[src/rtl/apb_bridge_arbiter.sv]
// Round-robin bridge from two requesters onto one APB master port; min 4 cycles per transfer (IDLE, SETUP, ACCESS, DONE).
// Requests wait, holding their fields, until ready is high in IDLE. The slave stalls via pready, bounded by TIMEOUT ACCESS cycles.
module apb_bridge_arbiter #(
   parameter int TIMEOUT = 15
) (
   input  logic       clk,
   input  logic       rst,
   input  logic       req0_valid,
   input  logic       req0_write,
   input  logic [6:0] req0_addr,
   input  logic [7:0] req0_wdata,
   output logic       req0_ready,
   output logic       req0_done,
   output logic [7:0] req0_rdata,
   output logic       req0_err,
   input  logic       req1_valid,
   input  logic       req1_write,
   input  logic [6:0] req1_addr,
   input  logic [7:0] req1_wdata,
   output logic       req1_ready,
   output logic       req1_done,
   output logic [7:0] req1_rdata,
   output logic       req1_err,
   output logic       psel,
   output logic       penable,
   output logic       pwrite,
   output logic [6:0] paddr,
   output logic [7:0] pwdata,
   input  logic [7:0] prdata,
   input  logic       pready,
   input  logic       pslverr
);

   typedef enum logic [1:0] {IDLE, SETUP, ACCESS, DONE} state_t;

   localparam logic [7:0] LP_WAIT_LAST = 8'(TIMEOUT - 1);

   state_t     r_state;
   logic       r_last_grant;
   logic       r_owner;
   logic [7:0] r_wait;

   logic       w_idle;
   logic       w_grant0;
   logic       w_grant1;
   logic       w_timeout;
   logic       w_finish;
   logic [7:0] w_rdata;
   logic       w_err;

   // On a tie the requester that did not win last time gets the bus.
   assign w_idle    = (r_state == IDLE);
   assign w_grant0  = w_idle && req0_valid && (!req1_valid || r_last_grant);
   assign w_grant1  = w_idle && req1_valid && (!req0_valid || !r_last_grant);
   assign w_timeout = (r_wait == LP_WAIT_LAST);
   assign w_finish  = pready || w_timeout;
   assign w_rdata   = (pready && !pwrite) ? prdata : 8'h00;
   assign w_err     = pready ? pslverr : 1'b1;

   assign req0_ready = w_grant0;
   assign req1_ready = w_grant1;

   always_ff @(posedge clk) begin
      if (!rst) begin
         r_state      <= IDLE;
         r_last_grant <= 1'b1;
         r_owner      <= 1'b0;
         r_wait       <= 8'h00;
         psel         <= 1'b0;
         penable      <= 1'b0;
         pwrite       <= 1'b0;
         paddr        <= 7'h00;
         pwdata       <= 8'h00;
         req0_done    <= 1'b0;
         req0_rdata   <= 8'h00;
         req0_err     <= 1'b0;
         req1_done    <= 1'b0;
         req1_rdata   <= 8'h00;
         req1_err     <= 1'b0;
      end else begin
         req0_done <= 1'b0;
         req1_done <= 1'b0;
         case (r_state)
            IDLE: begin
               if (w_grant0 || w_grant1) begin
                  r_owner      <= w_grant1;
                  r_last_grant <= w_grant1;
                  psel         <= 1'b1;
                  penable      <= 1'b0;
                  pwrite       <= w_grant1 ? req1_write : req0_write;
                  paddr        <= w_grant1 ? req1_addr  : req0_addr;
                  pwdata       <= w_grant1 ? req1_wdata : req0_wdata;
                  r_wait       <= 8'h00;
                  r_state      <= SETUP;
               end
            end
            SETUP: begin
               penable <= 1'b1;
               r_state <= ACCESS;
            end
            ACCESS: begin
               // pready on the last allowed cycle completes normally.
               if (w_finish) begin
                  psel    <= 1'b0;
                  penable <= 1'b0;
                  r_state <= DONE;
                  if (r_owner) begin
                     req1_done  <= 1'b1;
                     req1_rdata <= w_rdata;
                     req1_err   <= w_err;
                  end else begin
                     req0_done  <= 1'b1;
                     req0_rdata <= w_rdata;
                     req0_err   <= w_err;
                  end
               end else begin
                  r_wait <= r_wait + 8'h01;
               end
            end
            DONE: begin
               r_state <= IDLE;
            end
            default: begin
               r_state <= IDLE;
            end
         endcase
      end
   end

endmodule

[config.mk]
export PLATFORM = sky130hd
export DESIGN_NAME = apb_bridge_arbiter
export DESIGN_NICKNAME = d
export VERILOG_FILES = /design/src/rtl/apb_bridge_arbiter.sv
export SDC_FILE = /design/constraint.sdc
export NUM_CORES = 1
export LEC_CHECK = 0
export ABC_CLOCK_PERIOD_IN_PS = 2700
export CELL_PAD_IN_SITES_DETAIL_PLACEMENT = 0
export CELL_PAD_IN_SITES_GLOBAL_PLACEMENT = 1
export CORE_MARGIN = 2
export CORE_UTILIZATION = 32
export DETAILED_ROUTE_END_ITERATION = 10
export PLACE_DENSITY_LB_ADDON = 0.2
export SLEW_MARGIN = 20
export SYNTH_ARGS = -nofsm -noshare
export SYNTH_HDL_FRONTEND = slang
export SYNTH_SLANG_ARGS = --single-unit
export TNS_END_PERCENT = 1
[constraint.sdc]
create_clock -name clk -period 2.7 [get_ports clk]
set_clock_uncertainty 0.2 [all_clocks]
set_input_delay 0.405 -clock clk [delete_from_list [all_inputs] [get_ports clk]]
set_output_delay 0.405 -clock clk [all_outputs]
set_load 0.05 [all_outputs]
# == Word level (Yosys, flattened, before mapping) ==
# Index checks and enable logic that the tools add are counted.
# word_totals
ff_bits,50
input_bits,46
output_inout_bits,40
word_cells,66
# classes
addsub,1
eq_ne,7
n_mux,18
bitwise_logic,1
reduce_logical,24
# op_table
cell,n
two-way mux 8 bit,4
AND reduction 3 bit,6
one-hot mux 8 bit (2 select lines),1
"adder 8 x 1 -> 8 bit, second input constant",1
"== test 8 x 4 -> 1 bit, second input constant",1
one-hot mux 2 bit (4 select lines),1
two-way mux 1 bit,7
two-way mux 7 bit,1
logical AND 1 bit,5
"== test 2 bit, second input constant",2
logical NOT 1 bit,4
logical OR 1 bit,4
two-way mux 2 bit,2
"!= test 2 bit, second input constant",2
AND reduction 2 bit,2
one-hot mux 1 bit (3 select lines),1
nonzero test 3 bit,1
"== test 2 x 1 -> 1 bit, second input constant",1
logical NOT 2 bit,1
"!= test 2 x 1 -> 1 bit, second input constant",1
one-hot mux 1 bit (2 select lines),1
nonzero test 2 bit,1
NOT 1 bit,1

# == Longest topological paths before layout ==
# Gate-level depths: netlist (run 1).
# logic_depth
ltp_word,6
depth_mapped,8
mapped_depth_nobuf,6

# == Least setup slack after synthesis (run 1) ==
# Ideal clock, no wire load.
# synth_timing
path_kind,register -> output
startpoint,reg r_state[0]
endpoint,out req0_ready
t_arrival_ps,1433
t_required_ps,2095
setup_slack_ps,662
path_stages_with_launch,5
path_buffers,0
path_cell_list,dfxtp_1 inv_1 ha_1 nand2_1 a21oi_1
# synth_via
elab_chain_cells,3
# synth_lines
item,line_no,text
from (decl),38,state_t r_state;
from (signal assigned),65,r_state <= IDLE;
from (signal assigned),94,r_state <= SETUP;
from (signal assigned),99,r_state <= ACCESS;
logical NOT 2 bit,52,assign w_idle = (r_state == IDLE);
logical AND 1 bit (2 in series),53,assign w_grant0 = w_idle && req0_valid && (!req1_valid || r_last_grant);
to (decl),12,"output logic req0_ready,"
# No other way between the ends.

# == Worst setup path in the final report (run 1) ==
# layout_timing
startpoint,reg r_state[0]
endpoint,out req1_ready
# layout_via
elab_chain_cells,3
# layout_lines
item,line_no,text
logical NOT 2 bit,52,
logical AND 1 bit (2 in series),54,assign w_grant1 = w_idle && req1_valid && (!req0_valid || !r_last_grant);
to (decl),20,"output logic req1_ready,"
# No other way between the ends.

==> results of run 1 <==
synth_stat cells:
cell type / number
o21a_1: 4
nand3_1: 5
a31oi_1: 2
and3_1: 3
nand4_1: 1
o31ai_1: 2
and4b_4: 1
o21ai_1: 1
or3_1: 1
mux2i_1: 33
nor3b_1: 1
o21bai_1: 1
buf_4: 2
nor2_1: 21
dfxtp_1: 50
inv_1: 7
and4_1: 1
nor3b_2: 1
o21ai_0: 4
nor4b_1: 1
a311o_1: 1
a22o_1: 1
o2bb2ai_1: 1
nand2_1: 36
nor3_1: 3
nor2b_4: 1
o211ai_1: 1
nand2_4: 1
a211oi_1: 16
buf_6: 3
o311ai_0: 3
clkbuf_1: 9
a21boi_0: 2
or2_2: 1
o311ai_1: 1
a21oi_1: 8
o41ai_1: 1
ha_1: 6
and4b_1: 1
o22ai_1: 1
nor4b_2: 1
a21oi_4: 1
and2_1: 3
registers in the layout, summed over array words and instances, names as in the netlist, 2 cells and up:
register    count
r_state         2
req0_rdata      8
r_wait          8
pwdata          8
paddr           7
req1_rdata      8
through the flow:
step | total power [mW] | cell area (um^2) | setup slack [ps] | utilization (%) | hold WS, ps
after floorplan | 1.92 | 2290 | 662 | - | 251
after global placement | 2.40 | 3270 | 392 | 47.7 | 245
after detailed placement | 2.40 | 3270 | 465 | 47.7 | 250
after CTS | 2.87 | 3370 | 465 | 49.0 | 268
after global routing | 3.03 | 3370 | 343 | 49.0 | 290
final | 2.84 | 3370 | 497 | 49.0 | 265
power groups by stage:
stage / logic (mW) / registers (mW) / clock network, mW
CTS: 1.44 / 0.951 / 0.474
global placement: 1.44 / 0.961 / 0
floorplan: 0.594 / 1.33 / 0
global route: 1.55 / 0.969 / 0.509
finish: 1.43 / 0.949 / 0.461
detailed placement: 1.44 / 0.966 / 0
final cells by class:
cell class | instances | area (um^2) | share of cell area, %
timing repair buffer | 93 | 943 | 28.0
clock inverter | 3 | 25.0 | 0.743
multi-input combinational | 173 | 1180 | 35.1
inverter | 7 | 26.3 | 0.780
clock buffer | 5 | 68.8 | 2.04
tap | 96 | 120 | 3.57
sequential | 50 | 1000 | 29.7
layer usage:
metal	part of all wire (%)	wire, um	vias up
li1	-	-	1039
met1	47	2750	923
met2	45	2630	51
met3	6.6	384	5
met4	1.5	87	0
met5	0	0	-
final timing paths:
check / start / to / depth (start not counted)
min reg2reg: req1_rdata[2] / req1_rdata[2] / 2
min: req1_rdata[2] / req1_rdata[2] / 2
max: r_state[0] / req1_ready / 5
max reg2reg: r_wait[0] / r_wait[5] / 7
critical path, cell delays in order, from the launching register on:
cell and delay [ps]:
dfxtp_1 340, inv_1 100, ha_1 260, nand3_1 260
inv_1 180, buf_12 150
cell families (layout without fill, tap and decap cells):
kind of cell             after synthesis  in the layout  share of synthesized area [%]
AO/OA/AOI/OAI                         51             51                           16.0
adder cells (fa/ha/maj)                6              6                           3.27
buffers and inverters                 21            108                           4.75
flip-flops                            50             50                           43.6
multiplexers                          33             33                           14.4
AND/OR/NAND/NOR                       83             83                           17.9
==> metrics.md, run 1 <==
| Metric | Value |
|---|---|
| M1 GR Usage | `about 21%` |
| Startpoint Class | `register` |
| Via count | `2018` |
| DRC violations left | `0` |
| CTS root buf | `clkbuf_8` |
| Final hold vios | `0` |
| DR WL/cell | `approximately 14 um` |
| WP data required | `around 2100 ps` |
| Die width | `88.7 um` |
| Synth cell types | `43` |
| # hold bufs at CTS | `0` |
| Cts bufs inserted | `5` |
| Min Tclk post-route | `2200 ps` |
| Register area share after synthesis | `43.6%` |
| FF-to-FF setup slack | `roughly 630 ps` |
| Outcome | `finished, final reports clean` |
| Initial core utilization | `around a third` |
| DRT iter0 DRCs | `slightly below 100` |
| Share of cells above drive strength 1 | `7.55%` |
| Total setup buffers inserted after CTS | `0` |
| FF+latch count, synth | `50` |
| Filler instances | `651` |
| Switching Share | `between 40 and 50%` |
| Row count | `30` |
| Most common cell after layout, fill and taps aside | `clkdlybuf4s50_1` |
| Clock Tree Buf Depth | `2` |
| First-pass GRT wire length | `9740 um` |
| Setup TNS | `0 ps` |
| Tcrit/Tclk final | `around 80%` |
| Sequential fraction of design power | `33.5%` |
| Area growth syn-to-layout | `46.9%` |
| Crit Path Category | `reg -> out` |
| Share of the synthesized area in the top cell type | `a little over two fifths` |
| CTS tree | `yes` |
| Net Count, Synth | `between 200 and 300` |
| Slew margin rel. | `63.5%` |
| Leak | `1.37 nW` |
| Slew Limit Fails | `0` |
| N_diodes | `0` |
| Post-DP HPWL | `between 4000 and 5000 um` |
| Internal Power | `1.61 mW` |
| CTS clk-pin slew, worst paths | `roughly 100 ps` |
| H-tree levels | `2` |
| Setup violations, final | `0` |
| Crit path max fanout | `6` |
| Crit path capture type | `output port` |
| Max-cap violation count | `0` |
| Gr busiest metal | `met2` |
| Cell Area, Synth | `approximately 2300 um^2` |
| Worst Path Arrival | `approximately 1600 ps` |
| Fin cells | `around 430` |
| Mean Syn Cell Area | `~9.4 um^2` |
| IO Pins | `86` |
| Slew @ Worst Pin | `between 500 and 600 ps` |
| Clk pwr share | `between 10% and 20%` |
| Vias per std cell | `approximately 4.7` |
| Yosys synthesis warning count | `0` |
| Core area | `a little under 7000 um^2` |
| GR Layer Usage met2 | `25.0%` |
| Routed wire length | `5850 um` |
| DIE AREA | `7860 um^2` |
| Pre-antenna DRT Iters | `4` |
| Placed cell count | `~420` |
| Pwr dens | `between 800 and 900 nW/um^2` |
| Number of global-route vias before repair | `roughly 2000` |
| Peak supply drop | `0.395 mV` |
| NetSw | `between 1 and 1.5 mW` |
| RSZ-0062 raised after global routing | `false` |
| Initial antenna violation count | `0` |
| Post-CTS Resized | `0` |
| Most frequent cells in the layout | `clkdlybuf4s50_1 (83), dfxtp_1 (50), nand2_1 (36)` |
| GR Util met3 | `5.22%` |
| Cells after Synth | `244` |
| Gr usage total | `16.0%` |
| Port Buf Inserts | `85` |
| Pin count of the biggest net entering global routing | `26` |
| Hold WC Path Type | `reg -> reg` |
| Share of total power in combinational logic | `between 50% and 60%` |
| Synth area leader | `dfxtp_1` |
| Max Fclk | `approximately 450 MHz` |
| Clk_lat worst skew | `~310 ps` |
| Total Nets Final | `around 380` |
| Largest cells by area after synthesis | `dfxtp_1 (44%), mux2i_1 (14%), nand2_1 (5.9%)` |
| Clk sinks | `50` |
| Gpl congestion | `0.793` |
| GRT overflow | `0` |
| Post-route ant nets | `0` |
| Die height | `about 89 um` |
Power figures use the tool's default switching activity.
==> inputs of run 2 (changes only) <==
--- a/config.mk
+++ b/config.mk
@@ -5,11 +5,11 @@
 export SDC_FILE = /design/constraint.sdc
 export NUM_CORES = 1
 export LEC_CHECK = 0
-export ABC_CLOCK_PERIOD_IN_PS = 2700
+export ABC_CLOCK_PERIOD_IN_PS = 2000
 export CELL_PAD_IN_SITES_DETAIL_PLACEMENT = 0
 export CELL_PAD_IN_SITES_GLOBAL_PLACEMENT = 1
 export CORE_MARGIN = 2
-export CORE_UTILIZATION = 32
+export CORE_UTILIZATION = 29
 export DETAILED_ROUTE_END_ITERATION = 10
 export PLACE_DENSITY_LB_ADDON = 0.2
 export SLEW_MARGIN = 20
==> constraint.sdc (replaced) <==
create_clock -name clk -period 2 [get_ports clk]
set_clock_uncertainty 0.2 [all_clocks]
set_input_delay 0.3 -clock clk [delete_from_list [all_inputs] [get_ports clk]]
set_output_delay 0.3 -clock clk [all_outputs]
set_load 0.05 [all_outputs]
==> run 2 against run 1 <==
Die area grew 9.9%. Largest power group unchanged. Clock-buffer cell count is the same. Register-to-register slack lost 540 ps. Combinational power grew 47%. Final cell count grew 5.9%. Sequential share of layout area shrank 1.6 points. Sequential power grew 36%. Non-clock buffer count grew 20. Total power grew 45%. First-iteration DRC count shrank 58%.
==> metrics.md, run 2 (synthesis results as in run 1) <==
| Metric | Value |
|---|---|
| Final Cell Area | `between 3000 and 4000 um^2` |
| Final hold vios | `0` |
| Hold WC Path Type | `reg -> reg` |
| Clk sinks | `50` |
| Share of cells above drive strength 1 | `20.9%` |
| IO Pins | `86` |
| Port Buf Inserts | `85` |
| Pwr dens | `roughly 1100 nW/um^2` |
| Row count | `32` |
| Initial antenna violation count | `0` |
| N_diodes | `0` |
| DRT iter0 DRCs | `41` |
| Routed wire length | `about 6100 um` |
| Total Nets Final | `roughly 400` |
| Number of global-route vias before repair | `between 1500 and 2000` |
| Crit path max-delay family | `buffers and inverters` |
| CTS root buf | `clkbuf_8` |
| DR WL/cell | `~14 um` |
| Initial core utilization | `about 30%` |
| Setup violations, final | `0` |
| Slew margin rel. | `~65%` |
| Vias per std cell | `between 4 and 5` |
| Slew @ Worst Pin | `518 ps` |
| Min Tclk post-route | `a little under 2000 ps` |
| Worst Path Arrival | `around 1500 ps` |
| RSZ-0062 raised after global routing | `true` |
| Startpoint Class | `register` |
| Max Fclk | `around 510 MHz` |
| Tcrit/Tclk final | `~98%` |
| Gr usage total | `14.4%` |
| Max-cap violation count | `0` |
| Core area | `7690 um^2` |
| Crit Path Category | `reg -> out` |
| Outcome | `finished, final reports clean` |
| Critical-path top delay cell | `clkdlybuf4s50_1` |
| Critical path, cell by cell | `clkdlybuf4s50_1` |
| Internal Power | `between 2 and 2.5 mW` |
| NetSw | `~1.7 mW` |
| Clk_lat worst skew | `approximately 300 ps` |
| Sequential fraction of design power | `between 30% and 40%` |
| WP data required | `approximately 1500 ps` |
| GRT overflow | `0` |
| DRC violations left | `0` |
| DIE AREA | `between 8000 and 9000 um^2` |
| Worst hold slack | `approximately 260 ps` |
| Pin count of the biggest net entering global routing | `34` |
| Post-route ant nets | `0` |
| Slew Limit Fails | `0` |
| Most common cell after layout, fill and taps aside | `clkdlybuf4s50_1` |
| Die width | `~93 um` |
| Gpl congestion | `between 0.8 and 0.9` |
| Die height | `between 90 and 100 um` |
| Clk pwr share | `approximately 18%` |
| Switching Share | `roughly two fifths` |
| Area growth syn-to-layout | `55.5%` |
| Area after DPL | `approximately 3400 um^2` |
| Number of buffers and inverters on the critical path | `1` |
| Clock Tree Buf Depth | `2` |
| CTS clk-pin slew, worst paths | `~100 ps` |
| Place WS | `-65.9 ps` |
| CP max stage delay | `around 800 ps` |
| H-tree levels | `2` |
| Final worst slack | `around 50 ps` |
| Via count | `about 2100` |
| Leak | `roughly 1.7 nW` |
| Share of total power in combinational logic | `around half` |
| Cts bufs inserted | `5` |
| Crit path capture type | `output port` |
| Peak supply drop | `0.628 mV` |
| First-pass GRT wire length | `9780 um` |
| Most frequent cells in the layout | `clkdlybuf4s50_1 (53), dfxtp_1 (48), buf_4 (44)` |
| Post-DP HPWL | `4430 um` |
| Crit path max fanout | `2` |
| Pre-antenna DRT Iters | `4` |
| CTS tree | `yes` |
[run 2: changes by cell type in the layout (fill, tap and decap cells not counted), moves of 2 or more]
| cell | change |
|---|---|
| inv_2 | +3 |
| clkdlybuf4s50_1 | -30 |
| dfxtp_2 | +2 |
| dfxtp_1 | -2 |
| dlymetal6s2s_1 | +10 |
| buf_12 | +3 |
| buf_4 | +37 |
| inv_1 | -3 |
[run 2: per-layer routing]
| metal | up-vias | share of wire [%] | global-route usage (%) |
|---|---|---|---|
| li1 | 1080 | - | - |
| met1 | 958 | 45 | 17.9 |
| met2 | 67 | 46 | 23.1 |
| met3 | 10 | 6.8 | 5.13 |
| met4 | 0 | 1.9 | 4.90 |
| met5 | - | 0 | 0 |
[run 2: area by class of cell]
cell class / count / area [um^2]
Clock buffer: 5 / 68.8
Clock inverter: 2 / 38.8
Fill cell: 792 / 4120
Inverter: 7 / 26.3
Multi-Input combinational cell: 173 / 1200
Sequential cell: 50 / 1000
Tap cell: 102 / 128
Timing Repair Buffer: 113 / 1110
[run 2: tightest hold or removal path: cells and delay by family (launching register included)]
family / cells / cell delay, ps
DFF: 1 / 320
and+or+nand+nor: 1 / 50
muxes: 1 / 50
[run 2: through the flow]
stage | utilization [%] | power, mW | cells | setup TNS, ps
5_1_grt | 46.4 | 4.37 | 452 | -14.9
3_3_place_gp | 44.0 | 3.34 | 442 | -55.7
6_report | 46.4 | 4.10 | 452 | 0
4_1_cts | 45.9 | 4.13 | 452 | -52.3
3_5_place_dp | 44.0 | 3.35 | 442 | -180
2_1_floorplan | - | 2.59 | 244 | 0
[run 2: final timing paths]
| path | startpoint | to | slack [ps] | cells past startpoint |
|---|---|---|---|---|
| setup / recovery | req1_rdata[6] | req1_rdata[6] | 50 | 1 |
| hold / removal | req1_rdata[0] | req1_rdata[0] | 260 | 2 |
| setup reg to reg | r_wait[0] | r_wait[5] | 90 | 6 |
| hold reg to reg | req1_rdata[0] | req1_rdata[0] | 260 | 2 |
[run 2: repair_timing]
item / 4_1_cts / 5_1_grt
hold buffers: 0 / 0
buffers inserted: 3 / 0
gates resized for setup: 2 / 17
pin swaps: 0 / 3
endpoints found under the setup margin: 9 / 34
gates cloned: 0 / 0
endpoints found under the hold margin: 0 / 0
[run 2: power by group through the flow]
stage	registers, mW	clock network, mW	logic (mW)
after global routing	1.31	0.784	2.27
after detailed placement	1.30	0	2.05
after CTS	1.28	0.738	2.11
after floorplan	1.79	0	0.801
final	1.29	0.715	2.10
after global placement	1.30	0	2.04
==> inputs of run 3 (changes only) <==
--- a/config.mk
+++ b/config.mk
@@ -5,12 +5,12 @@
 export SDC_FILE = /design/constraint.sdc
 export NUM_CORES = 1
 export LEC_CHECK = 0
-export ABC_CLOCK_PERIOD_IN_PS = 2000
 export CELL_PAD_IN_SITES_DETAIL_PLACEMENT = 0
 export CELL_PAD_IN_SITES_GLOBAL_PLACEMENT = 1
 export CORE_MARGIN = 2
-export CORE_UTILIZATION = 29
+export CORE_UTILIZATION = 41
 export DETAILED_ROUTE_END_ITERATION = 10
+export DONT_BUFFER_PORTS = 1
 export PLACE_DENSITY_LB_ADDON = 0.2
 export SLEW_MARGIN = 20
 export SYNTH_ARGS = -nofsm -noshare
==> run 3 against run 2 <==
Core utilization increased by 2.9 points. Register-to-register slack about the same. Cell area decreased by 25%. Hold slack got worse by 240 ps. Flip-flop and latch count unchanged. Total power decreased by 13%. Maximum frequency decreased by 1.5%. Sequential power increased by 36%. Non-clock buffer count decreased by 84.
==> metrics.md, run 3 (synthesis results as in run 1) <==
| Metric | Value |
|---|---|
| DR WL/cell | `15.1 um` |
| Crit Path Category | `reg -> out` |
| Pwr dens | `around 1300 nW/um^2` |
| Max Fclk | `between 500 and 600 MHz` |
| Clock Tree Buf Depth | `2` |
| N_diodes | `0` |
| Pin count of the biggest net entering global routing | `34` |
| Crit path max fanout | `4` |
| Vias per std cell | `~5.3` |
| DRT iter0 DRCs | `between 100 and 150` |
| Post-DP HPWL | `around 3600 um` |
| Max-cap violation count | `0` |
| IO Pins | `86` |
| Tcrit/Tclk final | `a little under 100%` |
| Setup TNS | `0 ps` |
| Area growth syn-to-layout | `16.9%` |
| Initial antenna violation count | `0` |
| Row count | `27` |
| Min Tclk post-route | `around 2000 ps` |
| GRT overflow | `0` |
| Clk sinks | `50` |
| Most used cell, CP | `buf_6` |
| Post-route ant nets | `0` |
| RSZ-0062 raised after global routing | `true` |
| Startpoint Class | `register` |
| Most frequent cells in the layout | `dfxtp_1 (48), nand2_1 (36), mux2i_1 (33)` |
| Clk_lat worst skew | `300 ps` |
| WP data required | `roughly 1500 ps` |
| Cts bufs inserted | `5` |
| FF-to-FF setup slack | `100 ps` |
| HP Start | `req1_addr[0]` |
| DRC violations left | `0` |
| Initial core utilization | `42.2%` |
| CTS clk-pin slew, worst paths | `100 ps` |
| Critical path, cell by cell | `inv_2, ha_2, buf_4, nand3_1, buf_6, inv_1, buf_6` |
| Hold WC Path Type | `in -> reg` |
| Worst hold slack | `23.3 ps` |
| Port Buf Inserts | `0` |
| Critical R2R Launch | `r_state[0]` |
| FF/Latch Area | `roughly 1000 um^2` |
| Via count | `roughly 1800` |
| CP max stage delay | `roughly 350 ps` |
| DIE AREA | `6210 um^2` |
| Worst Path Arrival | `1480 ps` |
| Final hold vios | `0` |
| First-pass GRT wire length | `between 8000 and 9000 um` |
| Setup violations, final | `0` |
| Share of cells above drive strength 1 | `between 10% and 20%` |
| Die width | `78.8 um` |
| Peak supply drop | `0.878 mV` |
| Worst reg2reg path depth | `6` |
| Final Cell Area | `roughly 2700 um^2` |
| Core area | `around 5400 um^2` |
| Total Nets Final | `318` |
| CTS tree | `yes` |
| H-tree levels | `2` |
| Area after DPL | `roughly 2400 um^2` |
| Slew margin rel. | `a little over a third` |
| Slew @ Worst Pin | `approximately 970 ps` |
| Crit path to | `req1_ready` |
| Gpl congestion | `between 0.7 and 0.8` |
| Final core occ | `roughly 49%` |
| Outcome | `finished, final reports clean` |
| RR Endpoint | `r_wait[5]` |
| Slew Limit Fails | `0` |
| Tot Pwr | `between 3 and 4 mW` |
| Die height | `78.8 um` |
| Crit path capture type | `output port` |
| Routed wire length | `5100 um` |
| Number of global-route vias before repair | `roughly 1800` |
| Worst setup path startpoint | `r_state[0]` |
| CTS root buf | `clkbuf_8` |
| Most common cell after layout, fill and taps aside | `dfxtp_1` |
| Pre-antenna DRT Iters | `4` |
| Critical-path top delay cell | `dfxtp_2` |
| Gr usage total | `17.2%` |
| Filler instances | `around 510` |
| Multi-input gate area | `about 1200 um^2` |
| Leak | `1.16 nW` |
run 3: cell count changes in the layout (fill, tap and decap cells not counted), sizes merged, moves of 2 or more:
cell / before / now
dlymetal6s2s: 10 / 0
buf: 50 / 19
clkinvlp: 0 / 2
dlygate4sd3: 0 / 9
clkdlybuf4s50: 53 / 0
run 3: cell type report:
cell class,count,area share [%]
tap,72,3.36
timing repair buffer,29,10.4
sequential,50,37.4
clock buffer,5,2.57
inverter,7,0.980
clock inverter,3,0.887
multi-input combinational,173,44.4
run 3: routing by layer:
metal	vias up	track usage (%)	share of wire, %
met1	818	22.3	46
met4	0	4.74	0.88
met5	-	0	0
met2	61	27.7	46
met3	5	5.11	6.7
li1	918	-	-
run 3: power by group:
| group | leakage (nW) | total [mW] | switching [mW] | internal [mW] |
|---|---|---|---|---|
| Sequential | 0.409 | 1.76 | 0.578 | 1.18 |
| Clock | 0.0408 | 0.604 | 0.353 | 0.251 |
| Combinational | 0.709 | 1.19 | 0.668 | 0.524 |
run 3: critical path: cells and delay by family (launching register included):
family                   cells  cell delay, ps
flip-flops                   1             350
adder cells (fa/ha/maj)      1             190
buffers and inverters        5             550
AND/OR/NAND/NOR              1              90
run 3: how the worst min path moves through the flow:
stage          slack, ps            to  depth (start not counted)
2_1_floorplan        250    r_state[1]                          2
3_3_place_gp         190  r_last_grant                          1
3_5_place_dp         200  r_last_grant                          1
4_1_cts               20       penable                          2
5_1_grt               20       penable                          2
6_report              20      paddr[0]                          2
run 3: per-stage QoR:
step,worst slack (ps),cells
6_report,20.6,339
5_1_grt,-81.4,339
4_1_cts,1.34,338
2_1_floorplan,66.9,244
3_5_place_dp,-5.65,320
3_3_place_gp,11.9,320
run 3: what timing repair did:
item / 4_1_cts / 5_1_grt
pin swaps: 1 / 0
setup buffers: 0 / 1
resized for setup: 7 / 5
hold buffers: 10 / 0
hold endpoints to repair: 27 / 0
setup endpoints to repair: 7 / 19
==> RTL edit 1 (config.mk and constraints of run 3) <==
Make the reset (`rst`) asynchronous in one clocked block.
--- a/src/rtl/apb_bridge_arbiter.sv
+++ b/src/rtl/apb_bridge_arbiter.sv
@@ -61,5 +61,5 @@
    assign req1_ready = w_grant1;
 
-   always_ff @(posedge clk) begin
+   always_ff @(posedge clk or negedge rst) begin
       if (!rst) begin
          r_state      <= IDLE;
Formal check against the unedited RTL: differs if rst is asserted again (counterexample within 4 cycles, from zero or initial values and one cycle with rst low); with rst held inactive, the same outputs for 10 cycles.
==> RTL edit 1 against run 3 <==
Sequential cell count unchanged; cell area grew 12%; routed wire length up 9.9%; via count increased by 1.8%; maximum frequency grew 0.57%; first-iteration DRC count is 24% higher; total power rose by 45%; synthesized cell count down 13%; setup slack better by 0.011 ns; synthesized area rose by 1.0%.
==> RTL edit 1: results (changes against run 3) <==
Status = complete, no violations
DR WL/cell = 16.8 um (+12%)
Crit path max-delay cell type = or3b_4
Initial DRC Count = 126 (+24%)
Worst R2R Setup Slack = 0.03 ns (-0.07 ns)
Top cells by count, synth = 49 x dfrtp_1, 32 x nand2_1, 24 x o21ai_0
Placed Area = 2580 um^2 (+5.3%)
Crit Path Max Fanout = 9 (+5)
Final hold slack = 0.00118 ns (-0.0221 ns)
GRT Overall Usage = 18.4% (+1.2 points)
FF-to-FF Start = r_wait[0]
CP max stage delay = 0.44 ns (+0.09 ns)
Worst-Margin Slew = 0.504 ns (-0.470 ns)
First-pass GRT wire length = 9040 um (+7.1%)
Via Count = 1835 (+1.8%)
Critical path class = flop to flop
Leakage = 1.44 nW (+24%)
Register area share after synthesis = 54.0% (+10 points)
Synth area leaders = dfrtp_1 53%, mux2i_1 6.9%, a22o_1 6.0%, o21ai_0 5.2%, nand2_1 5.2%
FFs w/ async S/R, synth = 100% (+100 points)
Syn_nets = 265 (-10%)
Routability congestion estimate = 0.756 (+2.6%)
Synth unique cells = 40 (-7.0%)
Final WL = 5610 um (+9.9%)
Hold-fix buffers, CTS = 25 (+15)
WP data arrival = 1.97 ns (+0.49 ns)
Fillers = 478 (-6.5%)
Inst Count DP = 299 (-6.6%)
Int Pwr = 2.49 mW (+27%)
Setup bufs post-CTS = 2 (+2)
Largest net degree at the start of global routing = 51 (+50%)
Hold Crit Endpoint = paddr[4]
Top cell family by delay on the critical path = simple AND/OR/NAND/NOR gates
RTL edit 1: how the worst max path moves through the flow:
| stage | slack, ns | from | end |
|---|---|---|---|
| finish | 0.03 | r_wait[0] | req0_rdata[3] |
| global route | -0.06 | r_wait[0] | req0_rdata[3] |
| CTS | -0.01 | r_wait[0] | req0_rdata[3] |
| floorplan | -0.02 | r_state[0] | r_wait[0] |
| global placement | -0.009 | r_wait[0] | req0_rdata[7] |
| detailed placement | -0.08 | r_wait[0] | req0_rdata[3] |
RTL edit 1: cells by family after synthesis:
kind of cell,synth area share [%]
compound gates,18.7
fa+ha+maj,3.24
buf+inv,3.29
flops,54.1
mux,7.40
simple gates,13.3
RTL edit 1: metal layers:
metal / vias up / GRT usage [%] / wire, um
li1: 862 / - / -
met1: 892 / 21.5 / 2290
met2: 75 / 32.3 / 2900
met3: 6 / 5.34 / 382
met4: 0 / 5.86 / 38
met5: - / 0 / 0
RTL edit 1: area by class of cell:
class                   count  area share [%]
flip-flops and latches     50            41.8
multi-input cells         144            34.7
repair buffers             50            16.2
well taps                  72            3.01
clock buffers               5            2.30
inverters                   9            1.13
clock inverters             3           0.960
RTL edit 1: power groups by stage:
stage	combinational, mW	sequential (mW)	clock, mW
5_1_grt	1.83	2.93	0.693
3_5_place_dp	1.49	2.90	0
3_3_place_gp	1.40	2.89	0
6_report	1.65	2.88	0.626
4_1_cts	1.63	2.88	0.646
2_1_floorplan	0.952	2.85	0
RTL edit 1: stage by stage:
stage	setup WS, ns	setup TNS (ns)
final	0.0318	0
after global routing	-0.0598	-0.858
after global placement	-0.00883	-0.0632
after CTS	-0.0127	-0.0127
after detailed placement	-0.0816	-0.673
after floorplan	-0.0207	-0.100
==> RTL edit 2 (flow settings as in run 3) <==
Without the edit above. `TIMEOUT`: 15 -> 8.
--- a/src/rtl/apb_bridge_arbiter.sv
+++ b/src/rtl/apb_bridge_arbiter.sv
@@ -2,5 +2,5 @@
 // Requests wait, holding their fields, until ready is high in IDLE. The slave stalls via pready, bounded by TIMEOUT ACCESS cycles.
 module apb_bridge_arbiter #(
-   parameter int TIMEOUT = 15
+   parameter int TIMEOUT = 8
 ) (
    input  logic       clk,
Check against the original RTL: no difference found for any inputs over 10 cycles, from zero or initial values and one cycle with rst low; that may be too few to reach the edited logic, so the function may still have changed.
==> RTL edit 2 against run 3 <==
Clock power is 7.3% lower; routed wire length is 1.7% lower; sequential power hardly changed; cell area is 2.1% lower; die area is 0.32% higher; synthesized area is 0.33% higher; core utilization is 1.3 points lower; sequential cell count stayed put; first-iteration DRC count is 9.8% higher; setup slack better by 0.069 ns; total power is 1.3% lower; highest routed layer unchanged.
==> RTL edit 2: results (changes against run 3) <==
Largest net degree at the start of global routing = 31 (-8.8%)
Final WL = 5020 um (-1.7%)
First-pass GRT wire length = 8570 um (+1.6%)
Crit Path Max Fanout = 10 (+6)
Routability congestion estimate = 0.728 (-1.2%)
Setup bufs post-CTS = 1 (+1)
DRT met1 WL = 2280 um (-2.6%)
Clk tree area frac = 3.05% (-0.40 points)
Data buffer area share = 9.10% (-1.3 points)
Vias/cell = 5.32 (about the same)
FF-to-FF Start = r_wait[0]
Grt met2 use = 28.7% (+1.0 points)
Initial DRC Count = 112 (+9.8%)
Fin cells = 332 (-2.1%)
Clk slew on worst S/H paths = 0.08 ns (-0.02 ns)
GRT Overall Usage = 17.2% (about the same)
Worst r2r dst = r_wait[6]
Synth Area in Compound Gates = 16.5% (+0.49 points)
Clk_buf instances = 6 (+1)
Peak supply drop = 0.000862 V (-1.8%)
Status = complete, no violations
Multi-input gate count = 171 (-1.2%)
Hold Crit Endpoint = pwdata[3]
Hpwl dp = 3420 um (-5.8%)
Metal2 WL = 2410 um (+1.5%)
Post-CTS sizing = 6 (-1)
Inverters = 6 (-1)
Mux cell area share after synthesis = 14.4% (-0.047 points)
Layout cells sized above 1 = 15.0% (-0.36 points)
Adder-Cell Fraction of Synth Area = 2.72% (-0.55 points)
R2r worst-path depth = 5 (-1)
Fillers = 555 (+8.6%)
Leakage = 1.10 nW (-5.3%)
Number of global-route vias before repair = 1779 (+0.68%)
Multi-input gate share of total cell area = 45.3% (+0.91 points)
Inst Count DP = 314 (-1.9%)
GR Util met1 = 21.2% (-1.1 points)
Register area share after synthesis = 43.5% (-0.14 points)
Hold Crit Start = req1_wdata[3]
Synth unique cells = 41 (-4.7%)
Design Power = 3.51 mW (-1.3%)
Comb pwr share = 33.8% (+0.3 points)
Slew HR = 60.5% (+25 points)
Bufs w/o clock = 26 (-10%)
Syn_nets = 295 (-0.34%)
-- RTL edit 2: stage by stage --
stage	hold WS [ns]	instance area, um^2	setup slack [ns]
4_1_cts	0.0159	2620	0.0327
2_1_floorplan	0.241	2300	0.0808
3_3_place_gp	0.194	2410	0.108
3_5_place_dp	0.204	2410	0.0628
5_1_grt	0.0151	2630	-0.0397
6_report	0.0286	2630	0.0893
-- RTL edit 2: how the worst max path moves through the flow --
stage          startpoint         end  slack, ns  cells after the start
6_report        r_wait[0]   r_wait[6]       0.09                      5
5_1_grt         r_wait[0]   r_wait[7]      -0.04                      5
4_1_cts        r_state[1]  req1_ready       0.03                      7
3_5_place_dp   r_state[0]   r_wait[7]       0.06                      6
3_3_place_gp   r_state[0]   r_wait[3]       0.11                      6
2_1_floorplan  r_state[0]  req0_ready       0.08                      4
-- RTL edit 2: critical path, stage by stage (launching register included) --
cell and delay, ns:
dfxtp_1 0.34, ha_1 0.25, and2_1 0.21, a32o_2 0.38, o311ai_1 0.31, o31ai_1 0.11
